File: config.mk
export PLATFORM = sky130hd
export DESIGN_NAME = change_dispenser
export DESIGN_NICKNAME = d
export VERILOG_FILES = /design/src/rtl/change_dispenser.sv
export SDC_FILE = /design/constraint.sdc
export NUM_CORES = 1
export LEC_CHECK = 0
export ABC_AREA = 1
export CORE_AREA = 4 4 126 80
export CTS_CLUSTER_DIAMETER = 120
export DETAILED_ROUTE_END_ITERATION = 12
export DIE_AREA = 0 0 130 84
export PLACE_DENSITY = 0.67
export SLEW_MARGIN = 30
export SYNTH_ARGS = -nofsm -noshare
export SYNTH_HDL_FRONTEND = slang
export SYNTH_SLANG_ARGS = --single-unit
File: constraint.sdc
create_clock -name clk -period 6.45 [get_ports clk]
set_input_delay 0.645 -clock clk [delete_from_list [all_inputs] [get_ports clk]]
set_output_delay 0.645 -clock clk [all_outputs]
set_load 0.05 [all_outputs]
File: src/rtl/change_dispenser.sv
// Change payout engine: turns a cents amount into a greedy sequence of
// dollar/quarter/dime/nickel eject pulses while tracking coin inventory.
module change_dispenser #(
  parameter int unsigned AMT_W        = 10,
  parameter int unsigned CNT_W        = 8,
  parameter int unsigned INIT_COUNT   = 8,
  parameter int unsigned PULSE_CYCLES = 4,
  parameter int unsigned GAP_CYCLES   = 4
) (
  input  logic             clk,
  input  logic             rst,
  input  logic             start,
  input  logic [AMT_W-1:0] amount,
  input  logic             refill,
  output logic             busy,
  output logic             done,
  output logic [AMT_W-1:0] short_amt,
  output logic             eject_dollar,
  output logic             eject_quarter,
  output logic             eject_dime,
  output logic             eject_nickel,
  output logic [CNT_W-1:0] cnt_dollar,
  output logic [CNT_W-1:0] cnt_quarter,
  output logic [CNT_W-1:0] cnt_dime,
  output logic [CNT_W-1:0] cnt_nickel
);

  localparam int unsigned N_DEN   = 4;
  localparam int unsigned TMR_MAX = (PULSE_CYCLES > GAP_CYCLES) ? PULSE_CYCLES : GAP_CYCLES;
  localparam int unsigned TMR_W   = (TMR_MAX > 2) ? $clog2(TMR_MAX) : 1;

  typedef enum logic [2:0] {
    S_IDLE,
    S_SELECT,
    S_PULSE,
    S_GAP,
    S_DONE
  } state_e;

  // Index 0 is the largest coin; the select scan relies on that ordering.
  function automatic logic [AMT_W-1:0] denom_val(input logic [1:0] idx);
    case (idx)
      2'd0:    return AMT_W'(100);
      2'd1:    return AMT_W'(25);
      2'd2:    return AMT_W'(10);
      default: return AMT_W'(5);
    endcase
  endfunction

  state_e           state_q, state_d;
  logic [TMR_W-1:0] tmr_q, tmr_d;
  logic [AMT_W-1:0] rem_q, rem_d;
  logic [AMT_W-1:0] short_q, short_d;
  logic [CNT_W-1:0] cnt_q [N_DEN];
  logic [CNT_W-1:0] cnt_d [N_DEN];
  logic [N_DEN-1:0] eject_q, eject_d;
  logic             busy_q, busy_d;
  logic             done_q, done_d;

  logic             found;
  logic [1:0]       sel;

  // Largest affordable coin still in stock; later (smaller-index) hits override.
  always_comb begin
    found = 1'b0;
    sel   = 2'd0;
    for (int i = N_DEN - 1; i >= 0; i--) begin
      if ((cnt_q[i] != '0) && (rem_q >= denom_val(2'(i)))) begin
        found = 1'b1;
        sel   = 2'(i);
      end
    end
  end

  always_comb begin
    state_d = state_q;
    tmr_d   = tmr_q;
    rem_d   = rem_q;
    short_d = short_q;
    cnt_d   = cnt_q;
    eject_d = '0;
    done_d  = 1'b0;

    case (state_q)
      S_IDLE: begin
        if (start) begin
          rem_d   = amount;
          state_d = S_SELECT;
        end else if (refill) begin
          for (int i = 0; i < N_DEN; i++) cnt_d[i] = CNT_W'(INIT_COUNT);
        end
      end
      S_SELECT: begin
        if (found) begin
          rem_d      = rem_q - denom_val(sel);
          cnt_d[sel] = cnt_q[sel] - CNT_W'(1);
          eject_d    = N_DEN'(1) << sel;
          tmr_d      = TMR_W'(PULSE_CYCLES - 1);
          state_d    = S_PULSE;
        end else begin
          short_d = rem_q;
          done_d  = 1'b1;
          state_d = S_DONE;
        end
      end
      S_PULSE: begin
        if (tmr_q == '0) begin
          tmr_d   = TMR_W'(GAP_CYCLES - 1);
          state_d = S_GAP;
        end else begin
          tmr_d   = tmr_q - TMR_W'(1);
          eject_d = eject_q;
        end
      end
      S_GAP: begin
        if (tmr_q == '0) state_d = S_SELECT;
        else             tmr_d   = tmr_q - TMR_W'(1);
      end
      S_DONE: begin
        state_d = S_IDLE;
      end
      default: begin
        state_d = S_IDLE;
      end
    endcase

    busy_d = (state_d != S_IDLE);
  end

  always_ff @(posedge clk) begin
    if (rst) begin
      state_q <= S_IDLE;
      tmr_q   <= '0;
      rem_q   <= '0;
      short_q <= '0;
      eject_q <= '0;
      busy_q  <= 1'b0;
      done_q  <= 1'b0;
      for (int i = 0; i < N_DEN; i++) cnt_q[i] <= CNT_W'(INIT_COUNT);
    end else begin
      state_q <= state_d;
      tmr_q   <= tmr_d;
      rem_q   <= rem_d;
      short_q <= short_d;
      eject_q <= eject_d;
      busy_q  <= busy_d;
      done_q  <= done_d;
      cnt_q   <= cnt_d;
    end
  end

  assign busy          = busy_q;
  assign done          = done_q;
  assign short_amt     = short_q;
  assign eject_dollar  = eject_q[0];
  assign eject_quarter = eject_q[1];
  assign eject_dime    = eject_q[2];
  assign eject_nickel  = eject_q[3];
  assign cnt_dollar    = cnt_q[0];
  assign cnt_quarter   = cnt_q[1];
  assign cnt_dime      = cnt_q[2];
  assign cnt_nickel    = cnt_q[3];

endmodule

==> parameters.txt <==
Parameter                              Value

Run status
  Status ... finished, final reports clean

Floorplan
  Number of placed I/O pins ... 62
  Starting density of the core ... 38.4%
  Die Y-Extent ... 84 um
  Row count ... 27
  Overall die area ... 10900 um^2
  Horizontal die dimension ... 130 um
  Core area ... 8920 um^2

Detailed routing
  Detailed-route wire length per cell ... 15.5 um
  Number of design-rule violations left by the first detailed-router iteration ... 309
  Total vias in the final route ... 3599
  DRT Wirelength ... 10600 um
  Vias/cell ... 5.27
  First drt pass iteration count ... 5
  DRC viols ... 0
  Antenna violation net count after detailed routing ... 0

Logic synthesis
  Yosys synthesis warning count ... 0
  Sequential element share of the synthesized area ... 36.8%
  Count of flip-flops with a built-in enable after synthesis ... 0
  Synth Net Count ... 533
  Cell taking the most area after synthesis ... sky130_fd_sc_hd__dfxtp_1
  Synth top area share ... 36.8%
  Most instantiated flip-flop cell in the synthesis netlist ... sky130_fd_sc_hd__dfxtp_1
  Synth async-reset ratio ... 0%
  Top cells by area, synth ... sky130_fd_sc_hd__dfxtp_1 37%, sky130_fd_sc_hd__nand2_1 12%, sky130_fd_sc_hd__a21oi_1 8.5%
  Post-Synthesis Cell Area ... 3420 um^2
  Flops & latches, synth ... 63
  Number of cells produced by synthesis ... 502
  Post-synthesis average cell area ... 6.82 um^2
  Number of library cell types mapped by synthesis ... 33

Place
  Hpwl dp ... 7960 um
  Routability Congestion ... 0.936
  Port bufs ... 61

Global route
  Global routing usage summed across all routing layers ... 20.1%
  Global route total overflow ... 0
  Vias in the first global route ... 3279
  Wire length of the first global-routing pass ... 17200 um
  Antenna violations before repair ... 0
  Pin count of the biggest net entering global routing ... 47

Pwr
  Ratio of total power to cell area ... 520 nW/um^2
  Leak pwr ... 1.79 nW
  Max rail drop VDD ... 0.214 mV
  Power, Total ... 2.29 mW

STA
  Fin Setup TNS ... 0 ns
  Final cycle utilization of the critical path ... 55.7%
  Transition time at the pin with the least slew margin ... 0.843 ns
  Clock period minus worst slack ... 3.59 ns
  Max-slew headroom ... 43.6%
  Final Hold Vio Count ... 0
  Final clock skew ... 0.00587 ns
  Final number of setup-violating endpoints ... 0
  Achievable clock frequency ... 279 MHz
  Final-report max-slew violation count ... 0
  RSZ-0062 raised after global routing ... false

Layout
  Fill cell instance count of the final layout ... 942
  Layout area overhead ... 28.5%
  Share of final-layout standard cells stronger than drive strength 1 ... 7.05%
  Nets@finish ... 593
  Most frequent standard cell in the layout excluding fill and tap cells ... sky130_fd_sc_hd__nand2_1
  Most frequent cells in the layout ... 113 x sky130_fd_sc_hd__nand2_1, 65 x sky130_fd_sc_hd__nor2_1, 63 x sky130_fd_sc_hd__dfxtp_1, 61 x sky130_fd_sc_hd__clkdlybuf4s50_1, 58 x sky130_fd_sc_hd__a21oi_1
  Antenna diode instance count ... 0

Worst setup path
  Crit path DAT ... 3.78 ns
  Critical path peak fanout ... 21
  Required time of the critical path ... 6.64 ns
  Sort of element at the start of the critical path ... register
  Worst Setup Path Type ... reg -> reg
  Crit. End Element ... register

Worst hold path
  Path category of the worst min-delay check ... reg -> reg

CTS
  Count of hold-fix buffers inserted at cts ... 0
  Number of gates given a new drive strength after cts ... 0
  Sink Count ... 63
  Clock input transition at the sequential cells of the worst setup and hold paths ... 0.06 ns
  H-tree levels ... 3
  Buffer count from post-CTS setup fixing ... 0
  Max Buffers Root-to-Sink ... 2
  Clock network latency to the later pin of the worst-skew pair ... 0.33 ns
  Root Driver ... sky130_fd_sc_hd__clkbuf_16
  TritonCTS clock tree ... yes
  Num CTS Buffers ... 9

Run
  Count of maximum capacitance violations ... 0
## routing by layer
| metal | vias to the layer above | wire length [um] | global-route usage [%] |
|---|---|---|---|
| met5 | - | 0 | 0 |
| met4 | 0 | 112 | 4.25 |
| met3 | 16 | 962 | 6.20 |
| met2 | 147 | 4130 | 26.3 |
| met1 | 1646 | 5380 | 31.4 |
| li1 | 1790 | - | - |
## cell families (layout without fill, tap and decap cells)
logic type	Yosys count	after routing	share of synthesized area, %
AND/OR/NAND/NOR	259	259	33.0
AO/OA/AOI/OAI	102	102	16.2
flip-flops	63	63	36.8
buffers and inverters	58	123	6.76
adder cells (fa/ha/maj)	17	17	6.43
XOR/XNOR	3	3	0.767
## where the power goes
group,switching (mW),leakage (nW),internal (mW)
Combinational,0.934,1.15,0.405
Clock,0.182,0.127,0.259
Sequential,0.0649,0.513,0.444
## per-stage QoR
step	hold WS, ns	utilization [%]	worst slack (ns)	std cells	instance area (um^2)
5_1_grt	0.520	49.3	2.49	683	4400
3_5_place_dp	0.473	46.3	2.91	667	4130
2_1_floorplan	0.480	-	3.17	502	3420
3_3_place_gp	0.470	46.3	3.06	667	4130
4_1_cts	0.487	49.3	2.91	683	4400
6_report	0.481	49.3	2.86	683	4400
## registers in the layout, indices dropped and copies added (netlist names)
register,cells
eject_q,4
cnt_quarter,8
cnt_dollar,8
short_amt,10
tmr_q,2
cnt_dime,8
rem_q,10
state_q,3
cnt_nickel,8
done,1
busy,1
## critical path, cell delays in order, from the launching register on
cell and delay [ns]:
sky130_fd_sc_hd__dfxtp_1 0.49, sky130_fd_sc_hd__o21ai_0 0.13, sky130_fd_sc_hd__nand2_1 0.07, sky130_fd_sc_hd__nor2_1 0.04, sky130_fd_sc_hd__nor2_1 0.12, sky130_fd_sc_hd__nand2_1 0.10, sky130_fd_sc_hd__nand2_4 0.18, sky130_fd_sc_hd__nand2_4 0.19
sky130_fd_sc_hd__inv_1 0.24, sky130_fd_sc_hd__ha_1 0.29, sky130_fd_sc_hd__ha_1 0.32, sky130_fd_sc_hd__nand2_1 0.07, sky130_fd_sc_hd__nand2_1 0.06, sky130_fd_sc_hd__o21ai_0 0.23, sky130_fd_sc_hd__nand2_1 0.08, sky130_fd_sc_hd__a21oi_1 0.18
sky130_fd_sc_hd__nor2_1 0.09, sky130_fd_sc_hd__nand2_1 0.10, sky130_fd_sc_hd__nand3_1 0.09, sky130_fd_sc_hd__xnor2_1 0.14, sky130_fd_sc_hd__o21ai_0 0.14, sky130_fd_sc_hd__a21oi_1 0.09
## final cells by class
type | count | area [um^2] | share of cell area, %
well taps | 116 | 145 | 3.30
multi-input cells | 381 | 1930 | 43.9
inverters | 45 | 169 | 3.84
clock inverters | 7 | 50.0 | 1.14
flip-flops and latches | 63 | 1260 | 28.7
clock buffers | 9 | 225 | 5.12
repair buffers | 62 | 618 | 14.0
## cells in the mapped netlist (all sizes together) (2+ instances only)
cell and n:
nand2 125, nor2 70, dfxtp 63, a21oi 59
nand3 57, inv 45, o21ai 29, ha 16
clkbuf 9, a31oi 7, buf 4, a211oi 3
nand4 3, nand3b 2, xnor2 2
## path summary, 6_finish.rpt
path | startpoint | end | slack (ns) | cells past startpoint
setup / recovery | rem_q[1] | rem_q[9] | 2.86 | 21
hold / removal | short_amt[6] | short_amt[6] | 0.48 | 2
setup reg to reg | rem_q[1] | rem_q[9] | 2.86 | 21
hold reg to reg | short_amt[6] | short_amt[6] | 0.48 | 2
Note: power is estimated with default switching activity, not from simulation.
==> patch 1, RTL diff (same settings) <==
The 5 states of `state_e` get a one-hot encoding in 5 bits.
--- a/src/rtl/change_dispenser.sv
+++ b/src/rtl/change_dispenser.sv
@@ -29,12 +29,12 @@
   localparam int unsigned TMR_MAX = (PULSE_CYCLES > GAP_CYCLES) ? PULSE_CYCLES : GAP_CYCLES;
   localparam int unsigned TMR_W   = (TMR_MAX > 2) ? $clog2(TMR_MAX) : 1;
 
-  typedef enum logic [2:0] {
-    S_IDLE,
-    S_SELECT,
-    S_PULSE,
-    S_GAP,
-    S_DONE
+  typedef enum logic [4:0] {
+    S_IDLE   = 5'b00001,
+    S_SELECT = 5'b00010,
+    S_PULSE  = 5'b00100,
+    S_GAP    = 5'b01000,
+    S_DONE   = 5'b10000
   } state_e;
 
   // Index 0 is the largest coin; the select scan relies on that ordering.
Check against the original RTL: same outputs for any inputs over 10 cycles, from zero or initial values and one cycle with rst high; not proved beyond that.
==> patch 1 against the original RTL <==
- area after synthesis grew 4.6%
- die area is the same
- utilization grew 2.0 points
- setup slack gained 0.011 ns
- count of clock-buffer cells in the layout grew 5
- sequential cell count grew 2
- wire length grew 2.4%
- cell area grew 4.1%
- non-clock buffer count grew 1
- critical path type unchanged
- critical endpoint unchanged
- largest cell class unchanged
- highest routed layer unchanged
Power is not compared: it rests on default switching activity, and its combinational part moved more than twofold at a synthesized area within 25%.
==> patch 1: results <==
{
  "synthArstFlopShare": 0,
  "dr.first_iter.drc_count": 455,
  "met1_length_um": 5420,
  "grt_pass1_vias": 3377,
  "wl_met3_um": 1100,
  "skew_ns": 0.00889,
  "synthAdderAreaFrac": 0.0615,
  "peakVddDrop_v": 0.000150,
  "fin_nets": 609,
  "wl_met2_um": 4240,
  "htree_levels": 3,
  "bufAreaShareNonClock": 0.135,
  "syn-num-nets": 549,
  "clkbuf_count": 14,
  "drive_above_1_share": 0.0995,
  "cp-endpoint": "rem_q[9]",
  "yosysWarnings": 0,
  "clk_latency_ns": 0.33,
  "inv_count": 55,
  "gp_congestion": 0.917,
  "slew_headroom": 0.532,
  "ys_seq_area_frac": 0.363,
  "cts_buffer_depth": 2,
  "leakage_nw": 1.81,
  "firstDrtPassIters": 5,
  "clk_share": 0.0674,
  "status": "finished, final reports clean",
  "via_count": 3702,
  "grt_pass1_wl_um": 17700,
  "ys_top_cells_by_count": "nand2_1, dfxtp_1, a21oi_1, nor2_1, nand3_1",
  "nFlopsAndLatches": 65,
  "grtUsageMet1": 0.322,
  "synthTopCellsByArea": "dfxtp_1, nand2_1, a21oi_1",
  "hold_path_depth": 1,
  "hold_path_end": "tmr_q[0]",
  "multi_input_area_share": 0.436,
  "slowest_delay_ns": 0.46,
  "worst-r2r-setup-slack_ns": 2.87,
  "buffers": 63,
  "post_synth_num_cell_types": 38,
  "fill_cells": 881,
  "clk_pin_slew_ns": 0.05,
  "rr_worst_depth": 24,
  "track_usage": 0.206,
  "num_antenna_cells": 0,
  "num-multi-input-gates": 384,
  "regArea_mm2": 0.00130,
  "grt_use_met3": 0.0595,
  "grt_max_degree": 51,
  "met2_usage": 0.266,
  "cpLargestDelayFamily": "simple AND/OR/NAND/NOR gates",
  "synth_mux_area_frac": 0,
  "worstPathArrival_ns": 3.84,
  "worstHoldStart": "tmr_q[0]",
  "synth_xor_area_frac": 0.00733,
  "dpl.hpwl_um": 8320,
  "wl_per_cell_um": 15.5,
  "synth_compound_area_frac": 0.154,
  "path_max_fanout": 21,
  "worstSetupStartpoint": "rem_q[1]"
}
==> patch 1: cell count changes after synthesis, moves of 3 or more <==
cell / unedited run / this run
inv_2: 1 / 10
a31oi_1: 7 / 4
nor2_1: 65 / 58
nand4_1: 3 / 6
o21ai_0: 26 / 22
==> patch 1: metrics by stage <==
stage | hold WS [ns] | util | cell area [um2] | worst slack (ns) | std cells
global placement | 0.453 | 0.479 | 4270 | 3.13 | 683
detailed placement | 0.459 | 0.479 | 4270 | 2.94 | 683
floorplan | 0.431 | - | 3580 | 3.18 | 518
finish | 0.472 | 0.514 | 4580 | 2.87 | 699
global route | 0.480 | 0.514 | 4580 | 2.51 | 699
CTS | 0.467 | 0.514 | 4580 | 2.90 | 699
==> patch 1: where the power goes <==
group | internal (mW) | total [mW] | switching (mW)
registers | 0.420 | 0.441 | 0.0218
clock network | 0.330 | 0.500 | 0.169
logic | 0.200 | 0.629 | 0.429
==> patch 2, RTL diff (same flow settings) <==
Made on the original files. Set the parameter `AMT_W` to 14 (it was 10).
--- a/src/rtl/change_dispenser.sv
+++ b/src/rtl/change_dispenser.sv
@@ -1,7 +1,7 @@
 // Change payout engine: turns a cents amount into a greedy sequence of
 // dollar/quarter/dime/nickel eject pulses while tracking coin inventory.
 module change_dispenser #(
-  parameter int unsigned AMT_W        = 10,
+  parameter int unsigned AMT_W        = 14,
   parameter int unsigned CNT_W        = 8,
   parameter int unsigned INIT_COUNT   = 8,
   parameter int unsigned PULSE_CYCLES = 4,
Ports: changed (resized amount and short_amt); port bits go from 62 to 70. No check against the original RTL was run, so the function may have changed too.
==> patch 2 against the original RTL <==
- wire length increased by 17%
- non-clock buffer count increased by 8
- setup slack got worse by 0.045 ns
- sequential cell count increased by 8
- fmax decreased by 1.2%
- sequential power increased by 6.1%
- first-iteration DRC count increased by 23%
- cell area increased by 12%
- area after synthesis increased by 11%
- critical path type unchanged
- via count increased by 12%
- total power decreased by 7.8%
==> patch 2: results <==
{
  "syn-num-nets": 585,
  "dr.first_iter.drc_count": 380,
  "regArea_mm2": 0.00142,
  "leakage_nw": 1.96,
  "via_per_inst": 5.50,
  "skew_ns": 0.00474,
  "peakVddDrop_v": 0.000240,
  "synth_xor_area_frac": 0.0138,
  "path_max_fanout": 20,
  "layout.cells.non_filler": 736,
  "powerDensity_mw_per_mm2": 430,
  "slew_headroom": 0.368,
  "ys_top_cells_by_count": "nand2_1, dfxtp_1, a21oi_1, nor2_1, nand3_1",
  "status": "finished, final reports clean",
  "dpl.hpwl_um": 9100,
  "placed_area_mm2": 0.00457,
  "port_buffers": 69,
  "post_synth_num_cell_types": 37,
  "ys_seq_area_frac": 0.374,
  "wl_met2_um": 4770,
  "met1_length_um": 6130,
  "drive_above_1_share": 0.0855,
  "p_comb_uw": 997,
  "power.share.sequential": 0.256,
  "dp.cells": 720
}
[patch 2: final timing paths]
path | slack (ns) | endpoint | from | cells after the start
max | 2.81 | rem_q[11] | rem_q[8] | 20
min | 0.48 | short_amt[1] | short_amt[1] | 2
max reg2reg | 2.81 | rem_q[11] | rem_q[8] | 20
min reg2reg | 0.48 | short_amt[1] | short_amt[1] | 2
[patch 2: layout make-up]
cell class | count | area share
Timing Repair Buffer | 70 | 0.142
Inverter | 51 | 0.0395
Clock inverter | 6 | 0.0219
Sequential cell | 71 | 0.289
Multi-Input combinational cell | 412 | 0.429
Tap cell | 116 | 0.0295
Clock buffer | 10 | 0.0486
[patch 2: cells by family (layout without fill, tap and decap cells)]
family                     Yosys count  in the layout
AOI/OAI and AO/OA                  122            122
adders and majority gates           16             16
and+or+nand+nor                    268            268
buffers and inverters               68            137
xor gates and xnor gates             6              6
DFF                                 71             71
